File: config.mk
export PLATFORM = sky130hd
export DESIGN_NAME = memory_game_engine
export DESIGN_NICKNAME = d
export VERILOG_FILES = /design/src/rtl/memory_game_pkg.sv /design/src/rtl/memory_game_engine_timer.sv /design/src/rtl/memory_game_engine.sv
export SDC_FILE = /design/constraint.sdc
export NUM_CORES = 1
export LEC_CHECK = 0
export ABC_CLOCK_PERIOD_IN_PS = 4540
export BUFFER_PORTS_ARGS = -buffer_cell sky130_fd_sc_hd__buf_2
export CORE_MARGIN = 10
export CORE_UTILIZATION = 50
export CTS_CLUSTER_DIAMETER = 100
export CTS_CLUSTER_SIZE = 24
export DETAILED_ROUTE_END_ITERATION = 12
export PLACE_DENSITY = 0.76
export SLEW_MARGIN = 10
export SYNTH_ARGS = -nofsm -noshare
export SYNTH_HDL_FRONTEND = slang
export SYNTH_SLANG_ARGS = --single-unit
File: constraint.sdc
create_clock -name clk -period 4.54 [get_ports clk]
set_input_delay 0.227 -clock clk [delete_from_list [all_inputs] [get_ports clk]]
set_output_delay 0.227 -clock clk [all_outputs]
set_load 0.05 [all_outputs]
File: src/rtl/memory_game_pkg.sv
// Shared types and helpers for the memory game round controller.
// Holds the FSM state encoding, cell mask helper and default widths.
package memory_game_pkg;

  localparam int DEF_MAX_SIDE = 5;
  localparam int DEF_N        = DEF_MAX_SIDE * DEF_MAX_SIDE;
  localparam int DEF_LIVES    = 3;
  localparam int SIDE_W       = $clog2(DEF_MAX_SIDE + 1);
  localparam int LIFE_W       = $clog2(DEF_LIVES + 1);

  typedef enum logic [2:0] {
    S_IDLE,
    S_LOAD,
    S_SHOW,
    S_INPUT,
    S_JUDGE,
    S_OVER
  } state_e;

  // Low side*side bits set: the active cells of a side x side grid.
  function automatic logic [DEF_N-1:0] side_mask(input int side);
    logic [DEF_N-1:0] m;
    m = '0;
    for (int i = 0; i < DEF_N; i++) begin
      if (i < side * side) m[i] = 1'b1;
    end
    return m;
  endfunction

endpackage

File: src/rtl/memory_game_engine_timer.sv
// Loadable down-counter timing the target display window.
// done is high while the count is exhausted.
module game_show_timer #(
  parameter int CYCLES = 100,
  localparam int CW = $clog2(CYCLES + 1)
) (
  input  logic clk,
  input  logic reset,
  input  logic start,
  input  logic en,
  output logic done
);

  logic [CW-1:0] cnt_q, cnt_d;

  always_comb begin
    cnt_d = cnt_q;
    if (start) begin
      cnt_d = CW'(CYCLES - 1);
    end else if (en && cnt_q != '0) begin
      cnt_d = cnt_q - 1'b1;
    end
  end

  always_ff @(posedge clk) begin
    if (reset) cnt_q <= '0;
    else       cnt_q <= cnt_d;
  end

  assign done = (cnt_q == '0);

endmodule

File: src/rtl/memory_game_engine.sv
// Round controller for the memory game: load, show, guess, judge,
// with combo/score/lives bookkeeping and automatic grid growth.
module memory_game_engine
  import memory_game_pkg::*;
#(
  parameter int MAX_SIDE    = DEF_MAX_SIDE,
  parameter int LIVES       = DEF_LIVES,
  parameter int SHOW_CYCLES = 100,
  parameter int LEVEL_UP    = 4,
  parameter int SCORE_W     = 12,
  parameter int COMBO_W     = 8,
  localparam int N    = MAX_SIDE * MAX_SIDE,
  localparam int LV_W = $clog2(MAX_SIDE - 1),
  localparam int SW   = $clog2(MAX_SIDE + 1),
  localparam int LW   = $clog2(LIVES + 1),
  localparam int RW   = $clog2(LEVEL_UP + 1)
) (
  input  logic               clk,
  input  logic               reset,
  input  logic               en,
  input  logic               start,
  input  logic [LV_W-1:0]    level,
  input  logic [N-1:0]       pattern,
  input  logic               pattern_valid,
  input  logic [N-1:0]       guess,
  input  logic               guess_valid,
  output logic               show,
  output logic [N-1:0]       target,
  output logic               answer,
  output logic               wrong,
  output logic [COMBO_W-1:0] o_combo,
  output logic [SCORE_W-1:0] o_score,
  output logic [LW-1:0]      o_life,
  output logic [SW-1:0]      o_side,
  output logic               game_over
);

  localparam int SCORE_MAX = (1 << SCORE_W) - 1;

  state_e             state_q, state_d;
  logic [N-1:0]       target_q, target_d;
  logic               show_q, show_d;
  logic               answer_q, answer_d;
  logic               wrong_q, wrong_d;
  logic               correct_q, correct_d;
  logic               over_q, over_d;
  logic [COMBO_W-1:0] combo_q, combo_d;
  logic [SCORE_W-1:0] score_q, score_d;
  logic [LW-1:0]      life_q, life_d;
  logic [SW-1:0]      side_q, side_d;
  logic [RW-1:0]      rounds_q, rounds_d;

  logic [N-1:0]       mask;
  logic [COMBO_W-1:0] combo_inc;
  logic               tmr_start, tmr_en, tmr_done;
  int                 sum;
  int                 lv_side;

  assign mask      = N'(side_mask(int'(side_q)));
  assign combo_inc = (&combo_q) ? combo_q : combo_q + 1'b1;
  assign tmr_en    = en && (state_q == S_SHOW);

  game_show_timer #(
    .CYCLES(SHOW_CYCLES)
  ) u_timer (
    .clk  (clk),
    .reset(reset),
    .start(tmr_start),
    .en   (tmr_en),
    .done (tmr_done)
  );

  always_comb begin
    state_d   = state_q;
    target_d  = target_q;
    show_d    = show_q;
    answer_d  = answer_q;
    wrong_d   = wrong_q;
    correct_d = correct_q;
    over_d    = over_q;
    combo_d   = combo_q;
    score_d   = score_q;
    life_d    = life_q;
    side_d    = side_q;
    rounds_d  = rounds_q;
    tmr_start = 1'b0;
    sum       = 0;
    lv_side   = int'(level) + 2;
    if (lv_side < 3)        lv_side = 3;
    if (lv_side > MAX_SIDE) lv_side = MAX_SIDE;
    if (en) begin
      answer_d = 1'b0;
      wrong_d  = 1'b0;
      unique case (state_q)
        S_IDLE, S_OVER: begin
          if (start) begin
            combo_d  = '0;
            score_d  = '0;
            life_d   = LW'(LIVES);
            rounds_d = '0;
            side_d   = SW'(lv_side);
            state_d  = S_LOAD;
          end
        end
        S_LOAD: begin
          if (pattern_valid) begin
            target_d  = pattern & mask;
            tmr_start = 1'b1;
            state_d   = S_SHOW;
          end
        end
        S_SHOW: begin
          if (tmr_done) state_d = S_INPUT;
        end
        S_INPUT: begin
          if (guess_valid) begin
            correct_d = ((guess & mask) == target_q);
            state_d   = S_JUDGE;
          end
        end
        S_JUDGE: begin
          if (correct_q) begin
            answer_d = 1'b1;
            combo_d  = combo_inc;
            sum = int'(score_q) + int'(side_q) * int'(side_q)
                + int'(combo_inc);
            score_d  = (sum > SCORE_MAX) ? '1 : SCORE_W'(sum);
            if (int'(rounds_q) + 1 == LEVEL_UP) begin
              rounds_d = '0;
              if (side_q < SW'(MAX_SIDE)) side_d = side_q + 1'b1;
            end else begin
              rounds_d = rounds_q + 1'b1;
            end
            state_d = S_LOAD;
          end else begin
            wrong_d = 1'b1;
            combo_d = '0;
            life_d  = life_q - 1'b1;
            state_d = (life_q == LW'(1)) ? S_OVER : S_LOAD;
          end
        end
        default: state_d = S_IDLE;
      endcase
      show_d = (state_d == S_SHOW);
      over_d = (state_d == S_OVER);
    end
  end

  always_ff @(posedge clk) begin
    if (reset) begin
      state_q   <= S_IDLE;
      target_q  <= '0;
      show_q    <= 1'b0;
      answer_q  <= 1'b0;
      wrong_q   <= 1'b0;
      correct_q <= 1'b0;
      over_q    <= 1'b0;
      combo_q   <= '0;
      score_q   <= '0;
      life_q    <= LW'(LIVES);
      side_q    <= SW'(3);
      rounds_q  <= '0;
    end else begin
      state_q   <= state_d;
      target_q  <= target_d;
      show_q    <= show_d;
      answer_q  <= answer_d;
      wrong_q   <= wrong_d;
      correct_q <= correct_d;
      over_q    <= over_d;
      combo_q   <= combo_d;
      score_q   <= score_d;
      life_q    <= life_d;
      side_q    <= side_d;
      rounds_q  <= rounds_d;
    end
  end

  assign show      = show_q;
  assign target    = target_q;
  assign answer    = answer_q;
  assign wrong     = wrong_q;
  assign o_combo   = combo_q;
  assign o_score   = score_q;
  assign o_life    = life_q;
  assign o_side    = side_q;
  assign game_over = over_q;

endmodule

# After elaboration in Yosys (flattened, before gate mapping)
# Cells that the tools add are included.
# op_classes
multipliers,1
n_mux,64
n_reduce_logical,16
eq_ne,15
n_bitwise,2
n_addsub,9
order_cmp,29
# op_table
operator,n
$lt A6 B32 Y1 const A,9
$lt A5 B32 Y1 const A,8
$lt A4 B32 Y1 const A,4
$lt A3 B32 Y1 const A,2
$and A25 B25 Y25,2
$mux W3,16
$mux W12,3
$gt A32 B4 Y1 const B,1
$lt A1 B32 Y1 const A,1
$lt A2 B32 Y1 const A,1
$mux W1,32
$eq A25 B25 Y1,1
$mux W8,3
$pmux W12 S2,1
$pmux W8 S2,1
$pmux W3 S5,1
$add A13 B8 Y14,1
$gt A14 B12 Y1 const B,1
$mux W7,2
$add A12 B6 Y13,1
$pmux W3 S2,2
$ne A2 B2 Y1 const B,5
$eq A3 B2 Y1 const B,3
$eq A3 B3 Y1 const B,3
other kinds (24),32
# word_totals
register_bits,68
wordCells,150
in_bits,58
out_inout_bits,54

# Logic depth before layout (Yosys ltp)
# Gate-level depths: netlist of run 1.
# depth
word_depth,7
ltp_mapped,16
mapped_depth_nobuf,16

# Cells and area by module
# Synthesis of run 1 repeated with hierarchy kept, for this count alone.
# unflattened
cells_unflattened,585
area_unflattened_um2,4559.4
# modules_own_cells
module,area_each_um2,n_inst,seq_area_each_um2,cells_per_inst
memory_game_engine,4215.3,1,1221.2,547
game_show_timer,344.1,1,140.1,38

# Worst setup path before layout of run 1
# Ideal clock, no wire load.
# synth_path
kind,register to register
start,"register combo_q[0], in the netlist o_combo[0]"
end,"register score_q[5], in the netlist o_score[5]"
arrival_ns,4.030
path_buffers,0
period_less_slack_ns,4.161
required_time_ns,4.409
slack_ns,0.379
stages_incl_launch_ff,16
setup_time_ns,0.131
path_cell_list,dfxtp_1 > ha_1 > nand2_1 > nor3_1 > nor2_1 > nand3_1 > xor2_1 > fa_1 > inv_1 > ha_1 > o21a_1 > a21o_1 > a2111oi_2 > nor2_1 > a221oi_1 > nor3_1
# synth_between
elab_chain_len,7
elab_cells_between_ends,8
classes_between,add/sub (2); order compare (1); mux (4); reduce/logical (1)
# synth_rtl
item,line_no,rtl
from (decl),memory_game_engine.sv:47,"logic [COMBO_W-1:0] combo_q, combo_d;"
from (signal assigned),memory_game_engine.sv:171,combo_q <= combo_d;
$add A8 B1 Y8 or $reduce_and A8 Y1 (tied branches),memory_game_engine.sv:60,assign combo_inc = (&combo_q) ? combo_q : combo_q + 1'b1;
$mux W8 (*),memory_game_engine.sv:60,
$add A13 B8 Y14 (*),memory_game_engine.sv:126,+ int'(combo_inc);
$gt A14 B12 Y1,memory_game_engine.sv:127,score_d = (sum > SCORE_MAX) ? '1 : SCORE_W'(sum);
$mux W12 (*),memory_game_engine.sv:127,
$mux W12 (*),memory_game_engine.sv:122,if (correct_q) begin
$pmux W12 S2 (*),memory_game_engine.sv:94,unique case (state_q)
to (signal assigned),memory_game_engine.sv:172,score_q <= score_d;
to (decl),memory_game_engine.sv:48,"logic [SCORE_W-1:0] score_q, score_d;"
# Every way passes the cells marked *; elsewhere a longest branch is shown, timed or not. The select of a mux whose other input is x is not followed.
# A chain may end at the register's enable or synchronous reset.

# Worst setup path after layout of run 1
# Same ends and word-level chain as after synthesis.

==> results of run 1 <==
## kinds of logic after synthesis
family	Yosys count	share of synthesized area
XOR/XNOR	23	0.04494
flip-flops	68	0.3037
multiplexers	8	0.01870
AO/OA/AOI/OAI	158	0.2361
AND/OR/NAND/NOR	217	0.2431
buffers and inverters	70	0.06810
adder cells (fa/ha/maj)	27	0.08540
## registers in the layout, summed over array words and instances, names as in the netlist, 2 cells and up
register and flops:
u_timer.cnt_q 7, state_q 3, rounds_q 3, o_life 2, o_combo 8, target 25, o_side 3, o_score 12
## worst min path at each step
stage / slack, ns / endpoint / cells after the start / start
global route: 0.12 / target[14]$_SDFFE_PP0P_ / 3 / pattern[14]
detailed placement: 0.45 / answer$_SDFFE_PP0P_ / 2 / answer$_SDFFE_PP0P_
global placement: 0.45 / wrong$_SDFFE_PP0P_ / 2 / wrong$_SDFFE_PP0P_
finish: 0.12 / target[15]$_SDFFE_PP0P_ / 3 / pattern[15]
CTS: 0.10 / target[17]$_SDFFE_PP0P_ / 3 / pattern[17]
floorplan: 0.38 / target[10]$_SDFFE_PP0P_ / 2 / pattern[10]
## report_power, final
group | switching (mW) | internal (mW) | leakage [nW]
logic | 0.131 | 0.0774 | 1.69
clock network | 0.247 | 0.268 | 0.0983
registers | 0.0134 | 0.604 | 0.549
## Yosys cell counts (5+ instances only)
cell | count | area share
a21oi_1 | 44 | 0.049
nand2b_1 | 21 | 0.029
a211o_1 | 5 | 0.0098
nor3_1 | 12 | 0.013
nand3_1 | 26 | 0.029
nor2_1 | 69 | 0.058
xnor2_1 | 15 | 0.029
dfxtp_1 | 68 | 0.30
mux2i_1 | 5 | 0.011
nor2b_1 | 8 | 0.011
clkbuf_1 | 20 | 0.017
xor2_1 | 8 | 0.016
a21o_1 | 7 | 0.012
o21a_1 | 5 | 0.0084
fa_1 | 6 | 0.027
ha_1 | 21 | 0.059
a22oi_1 | 21 | 0.035
inv_1 | 38 | 0.032
o21ai_0 | 29 | 0.032
nand2_1 | 46 | 0.039
o21bai_1 | 5 | 0.0084
nand4_1 | 5 | 0.0070
## placed cells by master, fill, tap and decap left out, drive strengths merged, types with 6 or more instances in the layout
cell    count
nor3       12
nand3      27
a22oi      21
inv        38
nand2b     21
nand2      46
nor2b       8
a21oi      44
fa          6
ha         21
a21o        7
xor2        8
clkbuf     10
dfxtp      68
buf       114
nor2       70
xnor2      15
o21ai      29
## cell type report
class | instances | area (µm²) | share of cell area
clock inverters | 6 | 63.81 | 0.01219
well taps | 108 | 135.1 | 0.02581
inverters | 38 | 142.6 | 0.02725
clock buffers | 10 | 137.6 | 0.02629
repair buffers | 114 | 578.1 | 0.1104
flip-flops and latches | 68 | 1361 | 0.2600
multi-input cells | 433 | 2816 | 0.5380
## stage by stage
stage	hold slack, ns	std cells
6_report	0.1150	777
5_1_grt	0.1223	777
4_1_cts	0.1044	777
3_5_place_dp	0.4536	761
3_3_place_gp	0.4520	761
2_1_floorplan	0.3753	571
## worst max-delay path, cell delays in order (launching register included)
cell and delay [ns]:
dfxtp_1 0.42, ha_1 0.22, nand2_1 0.12, nor3_1 0.30
nor2_1 0.12, nand3_1 0.11, xor2_1 0.29, fa_1 0.47
inv_1 0.07, ha_1 0.26, o21a_1 0.12, a21o_1 0.21
a2111oi_2 0.63, nor2_1 0.15, a221oi_1 0.30, nor3_1 0.08
## per-layer routing
metal,vias up,GRT usage,share of wire
li1,2214,-,-
met1,2172,0.2373,0.42
met2,166,0.3239,0.49
met3,29,0.04245,0.066
met4,0,0.07921,0.024
met5,-,0,0
==> metrics.md, run 1 <==
| Metric | Value |
|---|---|
| Status | `finished, final reports clean` |
| Worst r2r path cells | `15` |
| Syn Area/Cell | `7.851 µm²` |
| Max VDD drop | `0.0001437 V` |
| Tot Pwr | `1.340 mW` |
| Vias | `4581` |
| #FFs+latches synth | `slightly below 70` |
| R2r setup slk | `0.51 ns` |
| MaxCap Viol Count | `0` |
| Critical register-to-register path startpoint | `o_combo[0]$_SDFFE_PP0P_` |
| Ant. Diodes | `0` |
| Remaining Overflow, GRT | `0` |
| Syn Inst Count | `571` |
| Post-layout min period | `4.033 ns` |
| H-Tree Level Count | `3` |
| Critical setup path kind | `register to register` |
| Die Y | `about 110 µm` |
| Crit. End Element | `register` |
| CP startpoint | `o_combo[0]$_SDFFE_PP0P_` |
| Initial Utilization | `0.5141` |
| Layout fillers | `806` |
| Layout Skew | `0.01209 ns` |
| Period utilization | `0.8882` |
| DR iter-0 viols | `395` |
| CTS max path bufs | `2` |
| CTS Hold Buffers Added | `0` |
| DP Worst Slack | `0.6308 ns` |
| Crit path DAT | `4.24 ns` |
| Critical Path Fanout Max | `6` |
| Slew Limit Fails | `0` |
| Gpl congestion | `0.9223` |
| WL final | `around 13000 µm` |
| Design Area, Final | `5235 µm²` |
| Class of the worst hold path | `input pin to register` |
| WL/cell | `16.82 µm` |
| Setup bufs post-CTS | `0` |
| Chip Width | `114.7 µm` |
| Synth async-reset ratio | `0` |
| Setup TNS Final | `0 ns` |
| GRT Total Usage | `0.1946` |
| Most common flop cell mapped by yosys | `dfxtp_1` |
| Core region area | `8721 µm²` |
| Critical path destination | `o_score[5]$_SDFFE_PP0P_` |
| Setup violations, final | `0` |
| # nets final | `749` |
| DP Wirelength | `around 10000 µm` |
| Final worst-path setup slack | `about 0.51 ns` |
| Root buf cell | `clkbuf_8` |
| PwrDens | `255.9 nW/µm²` |
| CTS clock-pin slew for the worst setup and hold paths | `around 0.070 ns` |
| ANT nets after route | `0` |
| Synthesized Nets | `656` |
| Worst rel slew slack | `0.2689` |
| RSZ-0062 raised after global routing | `false` |
| Final hold violations | `0` |
| Area Growth Syn to Fin | `16.77%` |
| Ys Warns | `0` |
| TritonCTS clock tree | `done` |
| Fmax | `248.0 MHz` |
| Layout cells sized above 1 | `0.2167` |
| Worst-Skew Late Latency | `0.35 ns` |
| Core Util, Final | `0.6003` |
| Syn Std Cell Area | `4483 µm²` |
| CP Data Required Time | `between 4 and 5 ns` |
| Netlist cell types | `62` |
| Worst-Margin Slew | `1.093 ns` |
| Vias in the first global route | `4419` |
| Startpoint types | `register` |
| First-pass GRT wire length | `21200 µm` |
| Port Buffers | `~110` |
| Number of flops mapped to enable cells by yosys | `0` |
| I/O pin count | `roughly 110` |
| DRT Pass-1 Iters | `5` |
| Die area | `around 13000 µm²` |
| Area after DPL | `5034 µm²` |
| Reg-to-reg critical path endpoint | `o_score[5]$_SDFFE_PP0P_` |
| Sequential share of the synthesized area | `0.3037` |
| Num CTS Buffers | `9` |
| Clock sinks | `68` |
| Initial antenna violation count | `0` |
| Post-cts sizing count | `0` |
| Row count | `34` |
| Largest net degree at the start of global routing | `slightly above 60` |
| Vias per inst | `roughly 5.9` |
| LEAKAGE | `between 2 and 2.5 nW` |
| DRC Markers | `0` |
Note: power is estimated with default switching activity, not from simulation.
==> run 2: changes to the inputs <==
--- a/config.mk
+++ b/config.mk
@@ -6,7 +6,8 @@
 export NUM_CORES = 1
 export LEC_CHECK = 0
 export ABC_CLOCK_PERIOD_IN_PS = 4540
-export BUFFER_PORTS_ARGS = -buffer_cell sky130_fd_sc_hd__buf_2
+export BUFFER_PORTS_ARGS = -buffer_cell sky130_fd_sc_hd__buf_4
+export CORE_ASPECT_RATIO = 0.8
 export CORE_MARGIN = 10
 export CORE_UTILIZATION = 50
 export CTS_CLUSTER_DIAMETER = 100
@@ -16,4 +17,5 @@
 export SLEW_MARGIN = 10
 export SYNTH_ARGS = -nofsm -noshare
 export SYNTH_HDL_FRONTEND = slang
+export SYNTH_HIERARCHICAL = 1
 export SYNTH_SLANG_ARGS = --single-unit
==> run 2 against run 1 <==
Flip-flop and latch count unchanged. Routed wire length rose by 3.2%. Critical path depth fell by 2. Cell area up 9.1%. Via count grew 1.9%. Non-clock buffer count shrank 1. Cell count increased by 3.6%. Register-to-register slack better by 0.17 ns. Sequential share of layout area shrank 2.2 points. Hold slack gained 0.020 ns. Setup slack better by 0.17 ns. Critical endpoint is now o_score[3]$_SDFFE_PP0P_.
==> metrics.md, run 2 <==
| Metric | Value |
|---|---|
| Initial Utilization | `0.5089` |
| Clock sinks | `68` |
| Main combinational cell family by area after synthesis | `compound AO/OA/AOI/OAI gates` |
| Commonest non-fill, non-tap cell in the layout | `buf_4` |
| Syn Std Cell Area | `4559 µm²` |
| Setup TNS Final | `0 ns` |
| Vias in the first global route | `around 4500` |
| Top cells by area, synth | `dfxtp_1 (30%), ha_1 (5.5%), nor2_1 (5.4%)` |
| WL/cell | `16.75 µm` |
| Yosys top cell area share | `0.2986` |
| Max VDD drop | `0.0002052 V` |
| Synth Area in Compound Gates | `0.2580` |
| LEAKAGE | `2.434 nW` |
| Core Util, Final | `0.6373` |
| Post-layout min period | `3.858 ns` |
| Period utilization | `0.8498` |
| Area Growth Syn to Fin | `25.25%` |
| Port Buffers | `111` |
| Synth async-reset ratio | `0` |
| MaxCap Viol Count | `0` |
| Number of flops mapped to enable cells by yosys | `0` |
| H-Tree Level Count | `3` |
| Layout Skew | `0.007692 ns` |
| Adder-Cell Fraction of Synth Area | `0.08123` |
| Slew Limit Fails | `0` |
| Die area | `13360 µm²` |
| Most common flop cell mapped by yosys | `dfxtp_1` |
| # nets final | `770` |
| Remaining Overflow, GRT | `0` |
| RSZ-0062 raised after global routing | `false` |
| Setup bufs post-CTS | `0` |
| Layout fillers | `812` |
| Ys Warns | `6` |
| Final worst-path setup slack | `0.6819 ns` |
| CTS Hold Buffers Added | `0` |
| Class of the worst hold path | `input pin to register` |
| Most frequent cells in the layout | `buf_4 (113), dfxtp_1 (68), nor2_1 (65), nand2_1 (51), inv_1 (41)` |
| Worst-Margin Slew | `0.8081 ns` |
| Fmax | `259.2 MHz` |
| Mux share of post-synthesis cell area | `0.01372` |
| CP Data Required Time | `4.75 ns` |
| Area after DPL | `~5400 µm²` |
| Ant. Diodes | `0` |
| Crit. End Element | `register` |
| Vias per inst | `approximately 5.8` |
| Setup violations, final | `0` |
| Syn Area/Cell | `7.794 µm²` |
| Die Y | `105.4 µm` |
| Startpoint types | `register` |
| First-pass GRT wire length | `21650 µm` |
| #FFs+latches synth | `slightly below 70` |
| Critical setup path kind | `register to register` |
| Sequential Area | `1361 µm²` |
| I/O pin count | `~110` |
| Synthesized Nets | `669` |
| Largest net degree at the start of global routing | `68` |
| DR iter-0 viols | `415` |
| Post-cts sizing count | `0` |
| TritonCTS clock tree | `done` |
| Count leader, synth | `dfxtp_1` |
| Initial antenna violation count | `0` |
| Root buf cell | `clkbuf_16` |
| PwrDens | `255.9 nW/µm²` |
| Crit path DAT | `4.07 ns` |
| DP Wirelength | `10490 µm` |
| Num CTS Buffers | `9` |
| Area occupied by multi-input gates | `just under 3000 µm²` |
| Status | `finished, final reports clean` |
| ANT nets after route | `0` |
| Gpl congestion | `0.8830` |
| DRC Markers | `0` |
| Top cells by count, synth | `dfxtp_1 (68), nor2_1 (65), nand2_1 (51)` |
| Post-Synth Simple-Gate Area | `0.2571` |
| Layout cells sized above 1 | `0.2087` |
| DRT Pass-1 Iters | `5` |
| Flip-flop count of the largest register after layout | `25` |
| Syn Inst Count | `around 600` |
| Critical Path Fanout Max | `18` |
| Netlist cell types | `76` |
| Worst-Skew Late Latency | `0.33 ns` |
| Sequential share of the synthesized area | `0.2986` |
| CTS clock-pin slew for the worst setup and hold paths | `0.06 ns` |
| Design Area, Final | `5710 µm²` |
| Vias | `4669` |
| CTS max path bufs | `2` |
| Core region area | `8960 µm²` |
| Worst rel slew slack | `0.4599` |
| Row count | `31` |
| Area leader, netlist | `dfxtp_1` |
| DP Worst Slack | `0.7481 ns` |
| WL final | `13490 µm` |
| GRT Total Usage | `0.1906` |
| Final hold violations | `0` |
| Chip Width | `126.8 µm` |
| XOR/XNOR share of the synthesized area | `0.03266` |
-- run 2: cell count changes after synthesis, moves of 5 or more --
| cell | change |
|---|---|
| o22ai_1 | +6 |
| clkbuf_1 | -6 |
| a31oi_1 | +7 |
| xnor2_1 | -5 |
| nand2b_1 | -7 |
| nand3_1 | -5 |
| nand2_1 | +5 |
-- run 2: layout make-up --
cell class	count	area share
Multi-Input combinational cell	452	0.5131
Sequential cell	68	0.2384
Timing Repair Buffer	113	0.1486
Clock buffer	11	0.04251
Inverter	42	0.02761
Tap cell	115	0.02520
Clock inverter	4	0.004601
-- run 2: worst paths after layout --
kind	from	end	slack, ns	depth (start not counted)
setup / recovery	o_side[2]$_SDFFE_PP0P_	o_score[3]$_SDFFE_PP0P_	0.68	13
hold / removal	pattern[9]	target[9]$_SDFFE_PP0P_	0.13	3
setup reg to reg	o_side[2]$_SDFFE_PP0P_	o_score[3]$_SDFFE_PP0P_	0.68	13
hold reg to reg	u_timer/cnt_q[6]$_SDFFE_PP0P_	u_timer/cnt_q[6]$_SDFFE_PP0P_	0.47	2
-- run 2: logic make-up (layout without fill, tap and decap cells) --
family,count (synthesis),count (layout)
buf+inv,65,170
fa+ha+maj,26,26
simple gates,230,230
xor+xnor,17,17
compound gates,173,173
mux,6,6
flops,68,68
-- run 2: where the power goes --
group | total, mW | internal, mW | switching (mW)
clock network | 0.633 | 0.380 | 0.253
registers | 0.614 | 0.603 | 0.0114
logic | 0.214 | 0.0906 | 0.123
total | 1.46 | 1.07 | 0.388
-- run 2: layer usage --
| layer | track usage | vias up | routed length, µm |
|---|---|---|---|
| li1 | - | 2314 | - |
| met1 | 0.2474 | 2162 | 6158 |
| met2 | 0.3074 | 171 | 6277 |
| met3 | 0.05158 | 22 | 889 |
| met4 | 0.04464 | 0 | 161 |
| met5 | 0 | - | 0 |
-- run 2: worst max-delay path, stage by stage, from the launching register on --
cell	delay, ns
dfxtp_1	0.67
inv_1	0.15
nor2_1	0.12
ha_1	0.46
inv_1	0.18
xnor2_1	0.18
fa_1	0.50
inv_1	0.04
ha_1	0.22
a2111oi_0	0.29
o21ai_1	0.20
a41oi_2	0.38
o21ai_0	0.15
a22o_1	0.19
-- run 2: through the flow --
step           instances  hold slack, ns  power (mW)
6_report             805          0.1349       1.462
2_1_floorplan        585          0.2961      0.7569
4_1_cts              805          0.1295       1.469
3_5_place_dp         790          0.4621      0.8379
5_1_grt              805          0.1493       1.514
3_3_place_gp         790          0.4553      0.8346
==> run 3: changes to the inputs <==
--- a/config.mk
+++ b/config.mk
@@ -5,7 +5,7 @@
 export SDC_FILE = /design/constraint.sdc
 export NUM_CORES = 1
 export LEC_CHECK = 0
-export ABC_CLOCK_PERIOD_IN_PS = 4540
+export ABC_CLOCK_PERIOD_IN_PS = 3930
 export BUFFER_PORTS_ARGS = -buffer_cell sky130_fd_sc_hd__buf_4
 export CORE_ASPECT_RATIO = 0.8
 export CORE_MARGIN = 10
==> constraint.sdc (replaced) <==
create_clock -name clk -period 3.93 [get_ports clk]
set_input_delay 0.1965 -clock clk [delete_from_list [all_inputs] [get_ports clk]]
set_output_delay 0.1965 -clock clk [all_outputs]
set_load 0.05 [all_outputs]
==> run 3 against run 2 <==
Clock skew hardly changed. Setup slack worse by 0.39 ns. Flip-flop and latch count did not move. Critical path type unchanged. Critical endpoint is now o_score[8]$_SDFFE_PP0P_. Largest power group unchanged. Highest routed layer unchanged.
==> metrics.md, run 3 (synthesis results as in run 2) <==
| Metric | Value |
|---|---|
| Reg-to-reg critical path endpoint | `o_score[8]$_SDFFE_PP0P_` |
| Commonest non-fill, non-tap cell in the layout | `buf_4` |
| DP Wirelength | `~11000 µm` |
| Remaining Overflow, GRT | `0` |
| Dpl cells | `793` |
| Fmax | `275.0 MHz` |
| Critical register-to-register path startpoint | `o_combo[0]$_SDFFE_PP0P_` |
| Crit. End Element | `register` |
| Gpl congestion | `between 0.9 and 1` |
| WL/cell | `roughly 17 µm` |
| Hold Crit Endpoint | `target[18]$_SDFFE_PP0P_` |
| DRT Pass-1 Iters | `5` |
| Setup TNS Final | `0 ns` |
| Root buf cell | `clkbuf_16` |
| Layout cells sized above 1 | `0.2126` |
| Clock sinks | `~70` |
| Vias | `between 4000 and 5000` |
| Crit path DAT | `slightly below 4 ns` |
| Port Buffers | `111` |
| Period utilization | `0.9253` |
| Worst-Skew Late Latency | `~0.34 ns` |
| Initial Utilization | `0.5089` |
| Num CTS Buffers | `9` |
| Clk pwr share | `0.459` |
| Sw Ratio | `0.2517` |
| GRT Total Usage | `0.2001` |
| ANT nets after route | `0` |
| Final hold violations | `0` |
| CTS max path bufs | `2` |
| Class of the worst hold path | `input pin to register` |
| Sequential share of power | `0.399` |
| Chip Width | `126.8 µm` |
| Psw | `0.4477 mW` |
| Fin Hold WS | `around 0.097 ns` |
| Row count | `31` |
| DR iter-0 viols | `445` |
| R2r setup slk | `0.29 ns` |
| Max VDD drop | `0.0003302 V` |
| I/O pin count | `112` |
| H-Tree Level Count | `3` |
| Post-layout min period | `3.636 ns` |
| Worst-Margin Slew | `0.7506 ns` |
| Critical Path Fanout Max | `9` |
| Vias in the first global route | `around 4600` |
| PwrDens | `307.6 nW/µm²` |
| # nets final | `between 700 and 800` |
| MaxCap Viol Count | `0` |
| WL final | `roughly 14000 µm` |
| Fin cells | `811` |
| RSZ-0062 raised after global routing | `false` |
| Vias per inst | `roughly 6.0` |
| Hold wc startpoint | `pattern[18]` |
| Worst rel slew slack | `0.4983` |
| Core Util, Final | `0.6453` |
| Layout Skew | `0.007444 ns` |
| DRC Markers | `0` |
| Area Growth Syn to Fin | `26.81%` |
| TritonCTS clock tree | `done` |
| Layout fillers | `797` |
| Worst Hold Path Cells | `3` |
| Slew Limit Fails | `0` |
| Largest net degree at the start of global routing | `68` |
| Setup violations, final | `0` |
| CP startpoint | `o_combo[0]$_SDFFE_PP0P_` |
| Power Internal | `1.331 mW` |
| First-pass GRT wire length | `22470 µm` |
| Core region area | `8960 µm²` |
| Comb power frac | `0.142` |
| CTS Hold Buffers Added | `0` |
| Status | `finished, final reports clean` |
| Ant. Diodes | `0` |
| CP Data Required Time | `4.16 ns` |
| Most frequent cells in the layout | `buf_4 (118), dfxtp_1 (68), nor2_1 (65), nand2_1 (51), inv_1 (41)` |
| CTS clock-pin slew for the worst setup and hold paths | `~0.050 ns` |
| Initial antenna violation count | `0` |
| LEAKAGE | `2.471 nW` |
| Flip-flop count of the largest register after layout | `25` |
| Critical setup path kind | `register to register` |
| Die Y | `105.4 µm` |
| Startpoint types | `register` |
| Die area | `13360 µm²` |
| Worst r2r path cells | `14` |
==> run 3: cell count changes in the layout (fill, tap and decap cells not counted) <==
cell / change
clkinv_2: -2
a21oi_2: +1
a21oi_1: -1
a2111oi_1: +1
buf_4: +5
bufinv_16: +1
clkinvlp_4: -1
clkbuf_8: +1
a2111oi_0: -1
clkbuf_1: +3
clkinv_4: -1
==> run 3: worst max path at each step <==
stage / to / slack [ns] / depth (start not counted)
floorplan: o_score[3]$_SDFFE_PP0P_ / 0.24 / 14
global placement: o_score[3]$_SDFFE_PP0P_ / 0.43 / 14
detailed placement: o_score[3]$_SDFFE_PP0P_ / 0.21 / 14
CTS: o_score[3]$_SDFFE_PP0P_ / 0.19 / 14
global route: o_score[10]$_SDFFE_PP0P_ / 0.003 / 14
finish: o_score[8]$_SDFFE_PP0P_ / 0.29 / 14
==> run 3: area by class of cell <==
cell class,count,area [µm²],share of cell area
sequential,68,1361,0.2354
timing repair buffer,118,885.9,0.1532
inverter,42,157.7,0.02727
clock inverter,1,30.03,0.005194
tap,115,143.9,0.02489
clock buffer,15,267.8,0.04631
multi-input combinational,452,2935,0.5077
==> run 3: worst max-delay path: stages (launching register included) <==
cell and delay [ns]:
dfxtp_1 0.44, ha_1 0.27, nand3_1 0.13, nor2_1 0.13, nand2_1 0.21, nand3_1 0.17
o21ai_0 0.18, fa_1 0.55, inv_1 0.05, ha_1 0.29, inv_1 0.08, o21ai_1 0.26
nand2_1 0.15, or3b_1 0.38, a32o_1 0.25
==> run 3: power by group through the flow <==
stage	combinational (mW)	clock (mW)	sequential (mW)
after floorplan	0.143	0	0.731
after global placement	0.243	0	0.723
after detailed placement	0.247	0	0.724
after CTS	0.249	0.833	0.709
after global routing	0.276	0.867	0.710
final	0.253	0.816	0.709
==> run 3: per-layer routing <==
metal	vias up	routed length (µm)	global-route usage
met2	222	6566	0.3214
met5	-	0	0
met3	21	1222	0.06309
met4	0	151	0.05925
li1	2330	-	-
met1	2253	6058	0.2509
==> run 3: repair_timing <==
item / in CTS / in global routing
buffers inserted: 0 / 2
setup endpoints to repair: 0 / 10
resized for setup: 0 / 2
==> run 3: metrics by stage <==
step	power [mW]	worst slack [ns]	area, µm²
after CTS	1.791	0.1868	5762
final	1.779	0.2935	5782
after detailed placement	0.9712	0.2095	5464
after global placement	0.9663	0.4303	5464
after global routing	1.853	0.002621	5782
after floorplan	0.8744	0.2427	4559
